### config.mk
export PLATFORM = sky130hd
export DESIGN_NAME = pc_sequencer
export DESIGN_NICKNAME = d
export VERILOG_FILES = /design/src/rtl/pc_sequencer.sv
export SDC_FILE = /design/constraint.sdc
export NUM_CORES = 1
export LEC_CHECK = 0
export BUFFER_PORTS_ARGS = -buffer_cell sky130_fd_sc_hd__buf_4
export CAP_MARGIN = 20
export CORE_MARGIN = 2
export CORE_UTILIZATION = 28
export DETAILED_ROUTE_END_ITERATION = 8
export GPL_TIMING_DRIVEN = 0
export MAX_ROUTING_LAYER = met4
export SYNTH_ARGS = -nofsm -noshare
export SYNTH_HDL_FRONTEND = slang
export SYNTH_SLANG_ARGS = --single-unit
export TNS_END_PERCENT = 20
### constraint.sdc
create_clock -name clk -period 2.8 [get_ports clk]
set_input_delay 0.28 -clock clk [delete_from_list [all_inputs] [get_ports clk]]
set_output_delay 0.28 -clock clk [all_outputs]
set_load 0.005 [all_outputs]
### src/rtl/pc_sequencer.sv
// rtl/pc_sequencer.sv - architectural PC register and fetch sequencer (optional MISALIGN_TRAP_EN)
module pc_sequencer #(
    parameter logic [31:0] RESET_VECTOR = 32'h0000_0000
`ifdef MISALIGN_TRAP_EN
    ,
    parameter logic [31:0] TRAP_VECTOR  = 32'h0000_0080
`endif
) (
    input  logic        clk,
    input  logic        rst_n,
    input  logic        imem_ready,
    input  logic        stall,
    input  logic        halt,
    input  logic        jr,
    input  logic [31:0] jr_target,
    input  logic        jump,
    input  logic [31:0] jump_target,
    input  logic        branch_taken,
    input  logic [31:0] branch_target,
    output logic [31:0] PC_out,
    output logic [31:0] PC_plus4,
    output logic        fetch_req,
    output logic        instr_valid,
    output logic        halted,
    output logic [31:0] retired_count
`ifdef MISALIGN_TRAP_EN
    ,
    output logic        trap,
    output logic [31:0] epc
`endif
);

    typedef enum logic [1:0] {BOOT, FETCH, HALTED} state_t;

    state_t      state;
    logic        commit;
    logic        target_sel;
    logic [31:0] sel_target;
    logic [31:0] next_pc;
    logic        misaligned;

    assign PC_plus4    = PC_out + 32'd4;
    assign commit      = (state == FETCH) & imem_ready & ~stall;
    assign instr_valid = commit;

    // Priority among redirects: jr > jump > branch; halt is handled in the FSM.
    always_comb begin
        target_sel = jr | jump | branch_taken;
        if (jr)
            sel_target = jr_target;
        else if (jump)
            sel_target = jump_target;
        else if (branch_taken)
            sel_target = branch_target;
        else
            sel_target = PC_plus4;
    end

`ifdef MISALIGN_TRAP_EN
    assign misaligned = target_sel & (|sel_target[1:0]);
    assign next_pc    = target_sel ? sel_target : PC_plus4;
`else
    assign misaligned = 1'b0;
    assign next_pc    = target_sel ? (sel_target & 32'hFFFF_FFFC) : PC_plus4;
`endif

    always_ff @(posedge clk or negedge rst_n) begin
        if (!rst_n) begin
            state         <= BOOT;
            PC_out        <= RESET_VECTOR;
            retired_count <= 32'd0;
            fetch_req     <= 1'b0;
            halted        <= 1'b0;
`ifdef MISALIGN_TRAP_EN
            trap          <= 1'b0;
            epc           <= 32'd0;
`endif
        end else begin
`ifdef MISALIGN_TRAP_EN
            trap <= 1'b0;
`endif
            case (state)
                BOOT: begin
                    state     <= FETCH;
                    fetch_req <= 1'b1;
                end
                FETCH: begin
                    if (commit) begin
                        retired_count <= retired_count + 32'd1;
                        if (halt) begin
                            state     <= HALTED;
                            fetch_req <= 1'b0;
                            halted    <= 1'b1;
                        end else if (misaligned) begin
`ifdef MISALIGN_TRAP_EN
                            PC_out <= TRAP_VECTOR;
                            epc    <= PC_out;
                            trap   <= 1'b1;
`endif
                        end else begin
                            PC_out <= next_pc;
                        end
                    end
                end
                HALTED: begin
                    fetch_req <= 1'b0;
                    halted    <= 1'b1;
                end
                default: begin
                    state     <= BOOT;
                    fetch_req <= 1'b0;
                end
            endcase
        end
    end

endmodule

==> Word level (Yosys, flattened, before mapping) <==
Cells that the tools add are included.
{ "word_totals": {"elab_cells": 38, "ff_bits": 68, "out_inout_bits": 99} }
{ "classes": {"muxes": 13, "eq_ne": 4, "addsub": 2, "reduce_logical": 7, "n_bitwise": 7} }
{ "op_table": {"columns": ["operator", "count"], "rows": [
  ["$mux W32", 4],
  ["$add A32 B1 Y32 const B", 1],
  ["$add A32 B3 Y32 const B", 1],
  ["$reduce_and A3 Y1", 3],
  ["$pmux W2 S3", 1],
  ["$mux W1", 4],
  ["$mux W2", 2],
  ["$ne A2 B2 Y1 const B", 2],
  ["$pmux W1 S2", 2],
  ["$reduce_and A2 Y1", 2],
  ["$not A1 Y1", 3],
  ["$and A1 B1 Y1", 2],
  ["$eq A2 B1 Y1 const B", 1],
  ["$eq A2 B2 Y1 const B", 1],
  ["$logic_not A2 Y1", 1],
  ["$or A1 B1 Y1", 2],
  ["$reduce_bool A2 Y1", 1]
]} }

==> Logic depth before layout (Yosys ltp) <==
{ "logic_depth": {"word_depth": 5, "ltp_mapped": 8, "mapped_depth_nobuf": 6} }

==> Worst setup path before layout <==
OpenSTA, ideal clock, no wires.
{ "synth_timing": {"path_type": "register to register", "start": "reg PC_out[7]", "end": "reg PC_out[26]", "n_path_buf": 1, "stages_incl_launch_ff": 7, "period_less_slack_ns": 2.281, "setup_slack_ns": 0.519, "arrival_time_ns": 2.186, "required_ns": 2.704, "setup_time_ns": 0.096, "path_cell_list": "dfrtp_1 buf_4 nand4_4 or4_4 or4_4 o31a_1 o32ai_2"} }
{ "synth_between": {"elab_chain_len": 5} }
{ "synth_lines": {"columns": ["item", "line", "rtl"], "rows": [
  ["start, declared", "20", "output logic [31:0] PC_out,"],
  ["start signal, assigned", "101", "PC_out <= next_pc;"],
  ["$add A32 B3 Y32 (*)", "42", "assign PC_plus4 = PC_out + 32'd4;"],
  ["$mux W32", "53", "else if (branch_taken)"],
  ["$mux W32", "51", "else if (jump)"],
  ["$mux W32", "49", "if (jr)"],
  ["$mux W32 (*)", "64", "assign next_pc = target_sel ? (sel_target & 32'hFFFF_FFFC) : PC_plus4;"]
]} }
Mark *: on every way between the ends. The rest lies on a longest branch, timed or not.
A chain may end at the register's enable or synchronous reset.

==> Worst setup path in the final report <==
{ "layout_timing": {"start": "reg PC_out[4]", "end": "out PC_plus4[19]"} }
{ "layout_between": {"elab_chain_len": 1} }
{ "layout_lines": {"columns": ["item", "line", "rtl"], "rows": [
  ["$add A32 B3 Y32", "42", null],
  ["end, declared", "21", "output logic [31:0] PC_plus4,"]
]} }
Every way passes these cells.

==> out/qor.yml <==
outcome:
  status: "finished, final reports clean"
logic_synthesis:
  synth.most_common_cell: "dfrtp_1"
  syn_area_um2: 4330
  synth_warnings: 0
  ys_seq_area_share_pct: 38.1
  synth-edff-count: 0
  yosysTopAreaCell: "dfrtp_1"
  synth_top_area_share_pct: 38.1
  ys_types: 59
  ys.flop_type: "dfrtp_1"
  synthTopCellsByArea: "dfrtp_1, xnor2_1, a21oi_1"
  yosys-top-cells-count: "dfrtp_1, nand2_1, a21oi_1, xnor2_1, o21ai_0"
  synth_cells: 506
  ys_seq_elements: 66
  synth_area_per_cell_um2: 8.56
  async_reset_ff_share_pct: 100
timing:
  final_max_slew_viol_count: 0
  max_freq_mhz: 358
  final_hold_viol_count: 0
  rsz0062_at_grt: "yes"
  setup_viol: 0
  max_slew_margin_pct: 40.2
  min_period_over_period_pct: 99.6
  worst_slack_ps: 9.91
  tightest_slew_ps: 897
  fin_crit_ps: 2790
  skew_ps: 4.79
worst_setup_path:
  cp-end-kind: "output pin"
  critPathKind: "reg -> out"
  critPathMaxFanout: 7
  crit_path_start_kind: "flip-flop"
  required_ps: 2520
  cp_data_arrival_time_ps: 2510
detailed_routing:
  post-route-drc-count: 0
  wl_per_cell_um: 19.5
  vias: 4894
  firstDrtPassIters: 5
  ant_nets: 0
  via_per_inst: 5.40
  drt_iter0_markers: 301
  drt-total-wl_mm: 17.7
placement:
  io_buffers: 191
  dpl_cell_area_um2: 6020
  dp.cells: 889
  gp_congestion: 0.908
  dp_hpwl_mm: 13.3
  place_ws_ps: 99.4
floorplanning:
  rows: 45
  die_h_um: 128
  die_x_um: 128
  start_util_pct: 28.6
  core-area_um2: 15100
  die-area_um2: 16500
  io_pins: 203
pwr:
  p_per_area_nw_per_um2: 597
  vdd_ir_drop_max_v: 0.000247
  leakage_nw: 2.96
cells_and_area:
  drive_above_1_share_pct: 34.5
  finalNonFillerCells: 906
  syn_to_final_growth_pct: 47.6
  diodes: 0
  fin_nets: 819
  fin_area_um2: 6390
global_route:
  antenna_found_initial: 0
  first_global_vias: 4643
  overflow: 0
  grt_pass1_wl_mm: 26.0
  grt.total_usage_pct: 21.4
  grt_max_degree: 67
cts:
  cts_tree: "built"
  clock_path_buffers: 2
  holdBufCountCts: 0
  worst_setup_hold_path_clk_slew_ps: 60
  cts_made_buffers: 9
  htreeDepth: 3
  cts_root_buf: "clkbuf_16"
  clkLatencyLatePin_ps: 350
  clkSinkCount: 66
job:
  drv_cap: 0
hold_path:
  hp-class: "in -> async"
==> kinds of logic (layout without fill, tap and decap cells) <==
logic type | after synthesis | in the layout | synth area share (%)
xor gates and xnor gates | 57 | 57 | 11.5
muxes | 3 | 3 | 0.693
adders and majority gates | 2 | 2 | 0.578
DFF | 66 | 66 | 38.1
AOI/OAI and AO/OA | 142 | 142 | 21.0
other | 1 | 4 | 0.0866
buffers and inverters | 50 | 259 | 5.00
and+or+nand+nor | 185 | 185 | 23.0
==> sequential cells by signal (all words and copies together), names as in the netlist <==
name           cells
PC_out            30
halted             1
retired_count     32
fetch_req          1
state              2
==> critical path, stage by stage, from the launching register on <==
cell,delay (ps)
dfrtp_1,350
clkbuf_2,190
nand3_2,180
nor4_2,490
clkdlybuf4s18_2,350
a21boi_0,130
or2_2,330
buf_4,140
==> layer usage <==
layer	vias up	track usage, %	share of wire (%)
li1	2262	-	-
met1	2369	27.7	44
met2	234	33.8	48
met3	29	3.78	6.5
met4	0	7.37	2.0
met5	-	-	0
==> cells in the final DEF (no fill, tap or decap), types with 17 or more instances in the layout <==
| cell | netlist | layout |
|---|---|---|
| buf_4 | 6 | 198 |
| and3_1 | 18 | 18 |
| nand2_1 | 49 | 48 |
| nand4_1 | 17 | 17 |
| dfrtp_1 | 66 | 61 |
| nor2_1 | 28 | 28 |
| clkbuf_1 | 21 | 18 |
| o21ai_0 | 36 | 36 |
| xor2_1 | 18 | 18 |
| xnor2_1 | 39 | 38 |
| a21oi_1 | 40 | 40 |
==> power by group <==
| group | leakage [nW] | internal [W] | total, W | switching, W |
|---|---|---|---|---|
| Sequential | 0.838 | 0.00111 | 0.00139 | 0.000273 |
| Combinational | 1.98 | 0.000686 | 0.00125 | 0.000560 |
| Clock | 0.141 | 0.000713 | 0.00118 | 0.000467 |
| Total | 2.96 | 0.00251 | 0.00381 | 0.00130 |
==> stage by stage <==
| step | hold WS (ps) | TNS (ps) | utilization (%) | power (W) |
|---|---|---|---|---|
| finish | 54.5 | 0 | 42.2 | 0.00381 |
| global route | 138 | -88.9 | 42.2 | 0.00401 |
| CTS | 105 | -104 | 42.0 | 0.00383 |
| detailed placement | 455 | 0 | 39.8 | 0.00262 |
| global placement | 442 | -1100 | 39.7 | 0.00259 |
| floorplan | -15.6 | 0 | - | 0.00184 |
==> final timing paths <==
check	endpoint	cells after the start	start	slack [ps]
max in group asynchronous	PC_out[14]	1	rst_n	2110
hold reg to reg	state[0]	1	state[1]	470
setup reg to reg	PC_out[13]	8	state[1]	210
setup / recovery	PC_plus4[19]	7	PC_out[4]	10
hold / removal	retired_count[28]	1	rst_n	50
min in group clk	state[0]	2	halt	180
==> cell type report <==
class / count / area (µm²)
Fill cell: 1525 / 8750
Multi-Input combinational cell: 393 / 2510
Sequential cell: 66 / 1660
Timing Repair Buffer: 194 / 1460
Clock buffer: 10 / 239
Tap cell: 188 / 235
Buffer: 32 / 158
Clock inverter: 6 / 66.3
Inverter: 17 / 63.8
==> repair_timing <==
item | 4_1_cts | 5_1_grt
setup endpoints to repair | 14 | 22
setup buffers | 0 | 2
cloned | 0 | 0
resized for setup | 10 | 9
pin swaps | 1 | 3
(Power assumes the default switching activity.)
